===== src/rtl/cond_flag_unit_if.sv =====
// Bundle of the decoder/ALU-facing signals of the conditional-execution
// stage. The stage itself is the slave; whoever drives instruction
// fields (decoder, or a testbench) is the master. A monitor view is
// provided for passive observers such as scoreboards or trace logic.
interface cond_flag_unit_if;

    // Instruction qualifier: the current instruction is real and the
    // pipeline is not stalled.
    logic       en;

    // Condition field of the instruction, Instr[31:28].
    logic [3:0] Cond;

    // {Negative, Zero, Carry, Overflow} produced by the ALU for the
    // instruction currently in this stage.
    logic [3:0] ALUFlags;

    // Flag-write request: [1] selects the N,Z group, [0] the C,V group.
    logic [1:0] FlagW;

    // Ungated write strobes from the decoder.
    logic       PCS;
    logic       RegW;
    logic       MemW;
    logic       NoWrite;

    // Gated strobes and status returned by the stage.
    logic       PCSrc;
    logic       RegWrite;
    logic       MemWrite;
    logic       CondEx;
    logic [3:0] Flags;

    // Instruction source side.
    modport master (
        output en,
        output Cond,
        output ALUFlags,
        output FlagW,
        output PCS,
        output RegW,
        output MemW,
        output NoWrite,
        input  PCSrc,
        input  RegWrite,
        input  MemWrite,
        input  CondEx,
        input  Flags
    );

    // Conditional-execution stage side.
    modport slave (
        input  en,
        input  Cond,
        input  ALUFlags,
        input  FlagW,
        input  PCS,
        input  RegW,
        input  MemW,
        input  NoWrite,
        output PCSrc,
        output RegWrite,
        output MemWrite,
        output CondEx,
        output Flags
    );

    // Passive observer.
    modport monitor (
        input en,
        input Cond,
        input ALUFlags,
        input FlagW,
        input PCS,
        input RegW,
        input MemW,
        input NoWrite,
        input PCSrc,
        input RegWrite,
        input MemWrite,
        input CondEx,
        input Flags
    );

endinterface


===== src/rtl/cond_flag_unit.sv =====
// Conditional-execution stage sitting right after the ALU. It owns the
// architectural NZCV register, decides whether the current instruction's
// condition holds against the flags left by earlier instructions, and
// suppresses PC/register/memory writes of instructions that fail their
// condition, are stalled, or are caught by reset.
module cond_flag_unit #(
    parameter logic [3:0] FLAG_RESET = 4'b0000
) (
    input  logic             clk,
    input  logic             rst,
    cond_flag_unit_if.slave  bus
);

    // Architectural condition codes, named after their assembler mnemonics.
    typedef enum logic [3:0] {
        COND_EQ = 4'h0,
        COND_NE = 4'h1,
        COND_CS = 4'h2,
        COND_CC = 4'h3,
        COND_MI = 4'h4,
        COND_PL = 4'h5,
        COND_VS = 4'h6,
        COND_VC = 4'h7,
        COND_HI = 4'h8,
        COND_LS = 4'h9,
        COND_GE = 4'hA,
        COND_LT = 4'hB,
        COND_GT = 4'hC,
        COND_LE = 4'hD,
        COND_AL = 4'hE,
        COND_NV = 4'hF
    } condCode_e;

    // Registered NZCV, ordered {N,Z,C,V}.
    logic [3:0] r_flags;

    // Individual flag bits of the registered value.
    logic       w_n;
    logic       w_z;
    logic       w_c;
    logic       w_v;

    // Shared sub-terms of the condition table.
    logic       w_signedGe;
    logic       w_unsignedHi;

    // Decoded condition and its outcome.
    condCode_e  w_cond;
    logic       w_condEx;

    // Instruction is allowed to have architectural effect this cycle.
    logic       w_commit;

    // Per-group flag write enables.
    logic       w_writeNZ;
    logic       w_writeCV;

    assign w_n = r_flags[3];
    assign w_z = r_flags[2];
    assign w_c = r_flags[1];
    assign w_v = r_flags[0];

    // N==V means "signed greater or equal" after a subtract; C&!Z means
    // "unsigned higher". Several conditions are built from these.
    assign w_signedGe   = (w_n == w_v);
    assign w_unsignedHi = w_c & ~w_z;

    assign w_cond = condCode_e'(bus.Cond);

    // Evaluate the condition field against the registered flags only, so an
    // instruction never observes the flags it is itself producing.
    always_comb begin
        w_condEx = 1'b0;
        case (w_cond)
            COND_EQ: w_condEx = w_z;
            COND_NE: w_condEx = ~w_z;
            COND_CS: w_condEx = w_c;
            COND_CC: w_condEx = ~w_c;
            COND_MI: w_condEx = w_n;
            COND_PL: w_condEx = ~w_n;
            COND_VS: w_condEx = w_v;
            COND_VC: w_condEx = ~w_v;
            COND_HI: w_condEx = w_unsignedHi;
            COND_LS: w_condEx = ~w_unsignedHi;
            COND_GE: w_condEx = w_signedGe;
            COND_LT: w_condEx = ~w_signedGe;
            COND_GT: w_condEx = ~w_z & w_signedGe;
            COND_LE: w_condEx = w_z | ~w_signedGe;
            COND_AL: w_condEx = 1'b1;
            COND_NV: w_condEx = 1'b1;
            default: w_condEx = 1'b1;
        endcase
    end

    // A valid, unstalled instruction whose condition passed and which is not
    // being squashed by reset is the only thing allowed to change state.
    assign w_commit = bus.en & w_condEx & ~rst;

    // Gate the decoder strobes. Compare-type ops still run through the ALU
    // and may set flags, but must not write a destination register.
    always_comb begin
        bus.PCSrc    = 1'b0;
        bus.RegWrite = 1'b0;
        bus.MemWrite = 1'b0;
        if (w_commit) begin
            bus.PCSrc    = bus.PCS;
            bus.RegWrite = bus.RegW & ~bus.NoWrite;
            bus.MemWrite = bus.MemW;
        end
    end

    // The two flag groups are written independently: logical ops request
    // only N,Z and must leave the carry/overflow from an earlier op intact.
    assign w_writeNZ = w_commit & bus.FlagW[1];
    assign w_writeCV = w_commit & bus.FlagW[0];

    // Flag register. Reset wins over any pending update in the same cycle,
    // so neither group is partially written when reset arrives.
    always_ff @(posedge clk) begin
        if (rst) begin
            r_flags <= FLAG_RESET;
        end else begin
            if (w_writeNZ) begin
                r_flags[3:2] <= bus.ALUFlags[3:2];
            end
            if (w_writeCV) begin
                r_flags[1:0] <= bus.ALUFlags[1:0];
            end
        end
    end

    assign bus.CondEx = w_condEx;
    assign bus.Flags  = r_flags;

endmodule


===== src/flat_wrapper.sv =====
// flat-port wrapper written by rule: the top's interface ports become plain ports
module cond_flag_unit_flat 
#(
    parameter logic [3:0] FLAG_RESET = 4'b0000
)
  (clk, rst, bus_en, bus_Cond, bus_ALUFlags, bus_FlagW, bus_PCS, bus_RegW, bus_MemW, bus_NoWrite, bus_PCSrc, bus_RegWrite, bus_MemWrite, bus_CondEx, bus_Flags);
  cond_flag_unit_if bus_i ();
  input  logic clk;
  input  logic rst;
  input wire logic [$bits(bus_i.en)-1:0] bus_en;
  input wire logic [$bits(bus_i.Cond)-1:0] bus_Cond;
  input wire logic [$bits(bus_i.ALUFlags)-1:0] bus_ALUFlags;
  input wire logic [$bits(bus_i.FlagW)-1:0] bus_FlagW;
  input wire logic [$bits(bus_i.PCS)-1:0] bus_PCS;
  input wire logic [$bits(bus_i.RegW)-1:0] bus_RegW;
  input wire logic [$bits(bus_i.MemW)-1:0] bus_MemW;
  input wire logic [$bits(bus_i.NoWrite)-1:0] bus_NoWrite;
  output wire logic [$bits(bus_i.PCSrc)-1:0] bus_PCSrc;
  output wire logic [$bits(bus_i.RegWrite)-1:0] bus_RegWrite;
  output wire logic [$bits(bus_i.MemWrite)-1:0] bus_MemWrite;
  output wire logic [$bits(bus_i.CondEx)-1:0] bus_CondEx;
  output wire logic [$bits(bus_i.Flags)-1:0] bus_Flags;
  assign bus_i.en = bus_en;
  assign bus_i.Cond = bus_Cond;
  assign bus_i.ALUFlags = bus_ALUFlags;
  assign bus_i.FlagW = bus_FlagW;
  assign bus_i.PCS = bus_PCS;
  assign bus_i.RegW = bus_RegW;
  assign bus_i.MemW = bus_MemW;
  assign bus_i.NoWrite = bus_NoWrite;
  assign bus_PCSrc = bus_i.PCSrc;
  assign bus_RegWrite = bus_i.RegWrite;
  assign bus_MemWrite = bus_i.MemWrite;
  assign bus_CondEx = bus_i.CondEx;
  assign bus_Flags = bus_i.Flags;
  cond_flag_unit #(.FLAG_RESET(FLAG_RESET)) u_core (.clk(clk), .rst(rst), .bus(bus_i));
endmodule

===== config.mk =====
export PLATFORM = sky130hd
export DESIGN_NAME = cond_flag_unit_flat
export DESIGN_NICKNAME = d
export VERILOG_FILES = /design/src/rtl/cond_flag_unit_if.sv /design/src/rtl/cond_flag_unit.sv /design/src/flat_wrapper.sv
export SDC_FILE = /design/constraint.sdc
export NUM_CORES = 1
export LEC_CHECK = 0
export CAP_MARGIN = 20
export CORE_AREA = 10 10 51 53
export CTS_BUF_LIST = sky130_fd_sc_hd__clkbuf_8
export DETAILED_ROUTE_END_ITERATION = 10
export DIE_AREA = 0 0 61 63
export GPL_TIMING_DRIVEN = 0
export MAX_ROUTING_LAYER = met4
export SLEW_MARGIN = 10
export SYNTH_ARGS = -nofsm -noshare
export SYNTH_HDL_FRONTEND = slang
export SYNTH_SLANG_ARGS = --single-unit

===== constraint.sdc =====
create_clock -name clk -period 2.2 [get_ports clk]
set_input_delay 0.22 -clock clk [delete_from_list [all_inputs] [get_ports clk]]
set_output_delay 0.22 -clock clk [all_outputs]
set_load 0.005 [all_outputs]

==> impl_metrics.ini <==
[run_status]
result_of_the_run = complete, no violations

[place]
postPlaceCellArea_um2 = 688.2
dp_hpwl_um = 1009
post-place-ws_ps = -166.8
place_congestion = 0.7703
io_buffer_count = 21

[clock_network]
clk_path_buf_depth = 2
ctsHtreeMaxLevel = 1
numCtsBuffers = 3
clock_sink_count = 4
hold_buf_count_cts = 0
clockRootBuffer = clkbuf_8
clk_pin_slew_ps = 30
clk_lat_worst_skew_ps = 220
tritoncts = yes

[floorplanning]
design.die.area_um2 = 3843
design.core.area_um2 = 1652
placementRows = 15
die_width_um = 61
num_io_pins = 25
initial_standard_cell_utilization_of_the_core_pct = 27.65
floorplan.die.height_um = 63

[final_layout]
layout.cells.most_common_list = clkdlybuf4s50_1, nand2b_1, or2b_1, mux2i_1, buf_4
final_core_util_pct = 48.94
drive_above_1_share_pct = 29.27
antenna-diode-count = 0
final_design_area_no_fill_um2 = 808.3
mostFrequentLayoutCell = clkdlybuf4s50_1
layout.nets = 101
layout.filler_cells = 159
area_growth_pct = 76.99
largest_register_ffs = 4

[critical_path]
crit_required_ps = 1980
critPathCaptureType = output port
cells_along_the_critical_path = xor2_2 -> o22ai_1 -> a221o_1 -> a221oi_4 -> a21oi_2 -> and4b_1 -> clkdlybuf4s15_1
slowest_delay_ps = 370
cp.arrival_ps = 1870
start_kind = flop
worst-path-max-fanout = 5
setup.worst_path.class = flop to output port
cp_slowest_cell = dfxtp_4

[global_routing]
global_route_wire_length_before_repair_um = 2056
overflow = 0
grt_usage_pct = 6.968
first_global_vias = 434
number_of_antenna_violations_at_the_first_check_in_global_routing = 0
largest_net_degree_at_the_start_of_global_routing = 11

[sta]
final_min_period_over_clock_period_pct = 94.83
worst_slew_margin_rel_pct = 74.81
timing_max_transition_violations_final = 0
finClkSkew_ps = 3.283
timing.final.ws_setup_ps = 113.8
min_period_ps = 2086
finalHoldViolations = 0
setup_violations = 0
worstMarginPinSlew_ps = 374.9
max_fclk_mhz = 479.3
grt_setup_unrepaired = false

[yosys]
synth_area_um2 = 456.7
synth.ff_latch_count = 4
postSynthCellCount = 54
synthTopCellsByArea = dfxtp_1, mux2i_1, nand2b_1
synth_area_leader_cell = dfxtp_1
synthesis.yosys.warnings = 0
mappedNetlistNets = 71
yosysSeqAreaShare_pct = 17.53
synthesis.area_per_instance_um2 = 8.457
yosys.area.top_type_share_pct = 17.53
yosys.cell_types.count = 28

[drt]
postRouteWirelength_um = 1345
drt_pre_antenna_iters = 4
detail_route.vias_per_cell = 4.990
drc_errors = 0
num_vias = 494
antenna_violating_nets_post_route = 0
wl_per_cell_um = 13.59
dr.first_iter.drc_count = 5

[pwr]
power.total_mw = 0.3580
power.density_cell_area_nw_per_um2 = 442.9
p_leak_nw = 0.3022
vdd.ir_drop.worst_mv = 0.3893

[hold_path]
hold_path.class = primary input to flop

[flow_run]
max_cap_viol_count = 0
==> worst max-delay path, delay by kind of cell (launching register included) <==
kind | cells | cell delay, ps
compound gates | 4 | 760
xor+xnor | 1 | 130
buf+inv | 1 | 200
flops | 1 | 370
simple gates | 1 | 190
==> layout make-up <==
class                   instances  area, µm²  area share (%)
inverters                       2      7.507          0.9288
well taps                      17      21.27           2.632
plain buffers                   3      27.53           3.406
flip-flops and latches          4      88.84           10.99
multi-input cells              45      382.9           47.37
clock buffers                   3      41.29           5.108
repair buffers                 25      239.0           29.57
==> through the flow <==
stage	setup TNS (ps)	hold WS, ps	instances
3_5_place_dp	-443.3	576.5	92
5_1_grt	0	591.8	99
6_report	0	572.8	99
4_1_cts	-15.81	578.5	98
2_1_floorplan	0	374.7	54
3_3_place_gp	-426.6	571.3	92
==> power by group <==
group	total (mW)	switching [mW]	internal, mW	leakage [nW]
Clock	0.152	0.0356	0.116	0.0216
Combinational	0.123	0.0472	0.0761	0.246
Sequential	0.0826	0.00676	0.0759	0.0345
==> timing repair <==
item / CTS / global route
setup endpoints to repair: 4 / 3
pin swaps: 2 / 6
endpoints found under the hold margin: 0 / 0
resized for setup: 8 / 10
buffers inserted: 3 / 1
==> cells in the mapped netlist <==
cell      n
and4b_1   1
xor2_1    1
mux2i_1   4
a221oi_2  1
nor2_1    1
and2b_2   1
o22ai_1   2
inv_1     2
buf_6     2
nand3b_1  1
mux2_1    1
nor2_2    2
dfxtp_1   4
nand2b_1  5
mux2_4    1
a221o_1   1
or2b_1    4
nand2_1   3
nand3_1   2
buf_2     1
nor3_1    3
nor2b_1   2
and3_1    2
a21oi_1   1
xnor2_1   2
o221ai_2  1
a21oi_2   1
nand4b_1  2
==> kinds of logic after synthesis <==
family,after synthesis,synth area share [%]
and+or+nand+nor,29,40.00
xor gates and xnor gates,3,5.754
muxes,6,14.52
DFF,4,17.53
AOI/OAI and AO/OA,7,14.52
buffers and inverters,5,7.670
==> metal layers <==
metal	track usage, %	part of all wire [%]	up-vias	routed length [µm]
met1	8.014	45	217	610
met4	3.297	1.6	0	21
li1	-	-	250	-
met3	3.252	9.9	2	133
met5	-	0	-	0
met2	9.821	43	25	580
==> final timing paths <==
path	cells after the start	slack, ps	startpoint	end
worst min-delay path	3	570	bus_ALUFlags[3]	u_core.bus.Flags[3]$_SDFFE_PP0P_
worst min register to register	2	600	u_core.bus.Flags[1]$_SDFFE_PP0P_	u_core.bus.Flags[1]$_SDFFE_PP0P_
worst max register to register	7	530	u_core.bus.Flags[2]$_SDFFE_PP0P_	u_core.bus.Flags[2]$_SDFFE_PP0P_
worst max-delay path	7	110	u_core.bus.Flags[2]$_SDFFE_PP0P_	bus_RegWrite
Note: power is estimated with default switching activity, not from simulation.
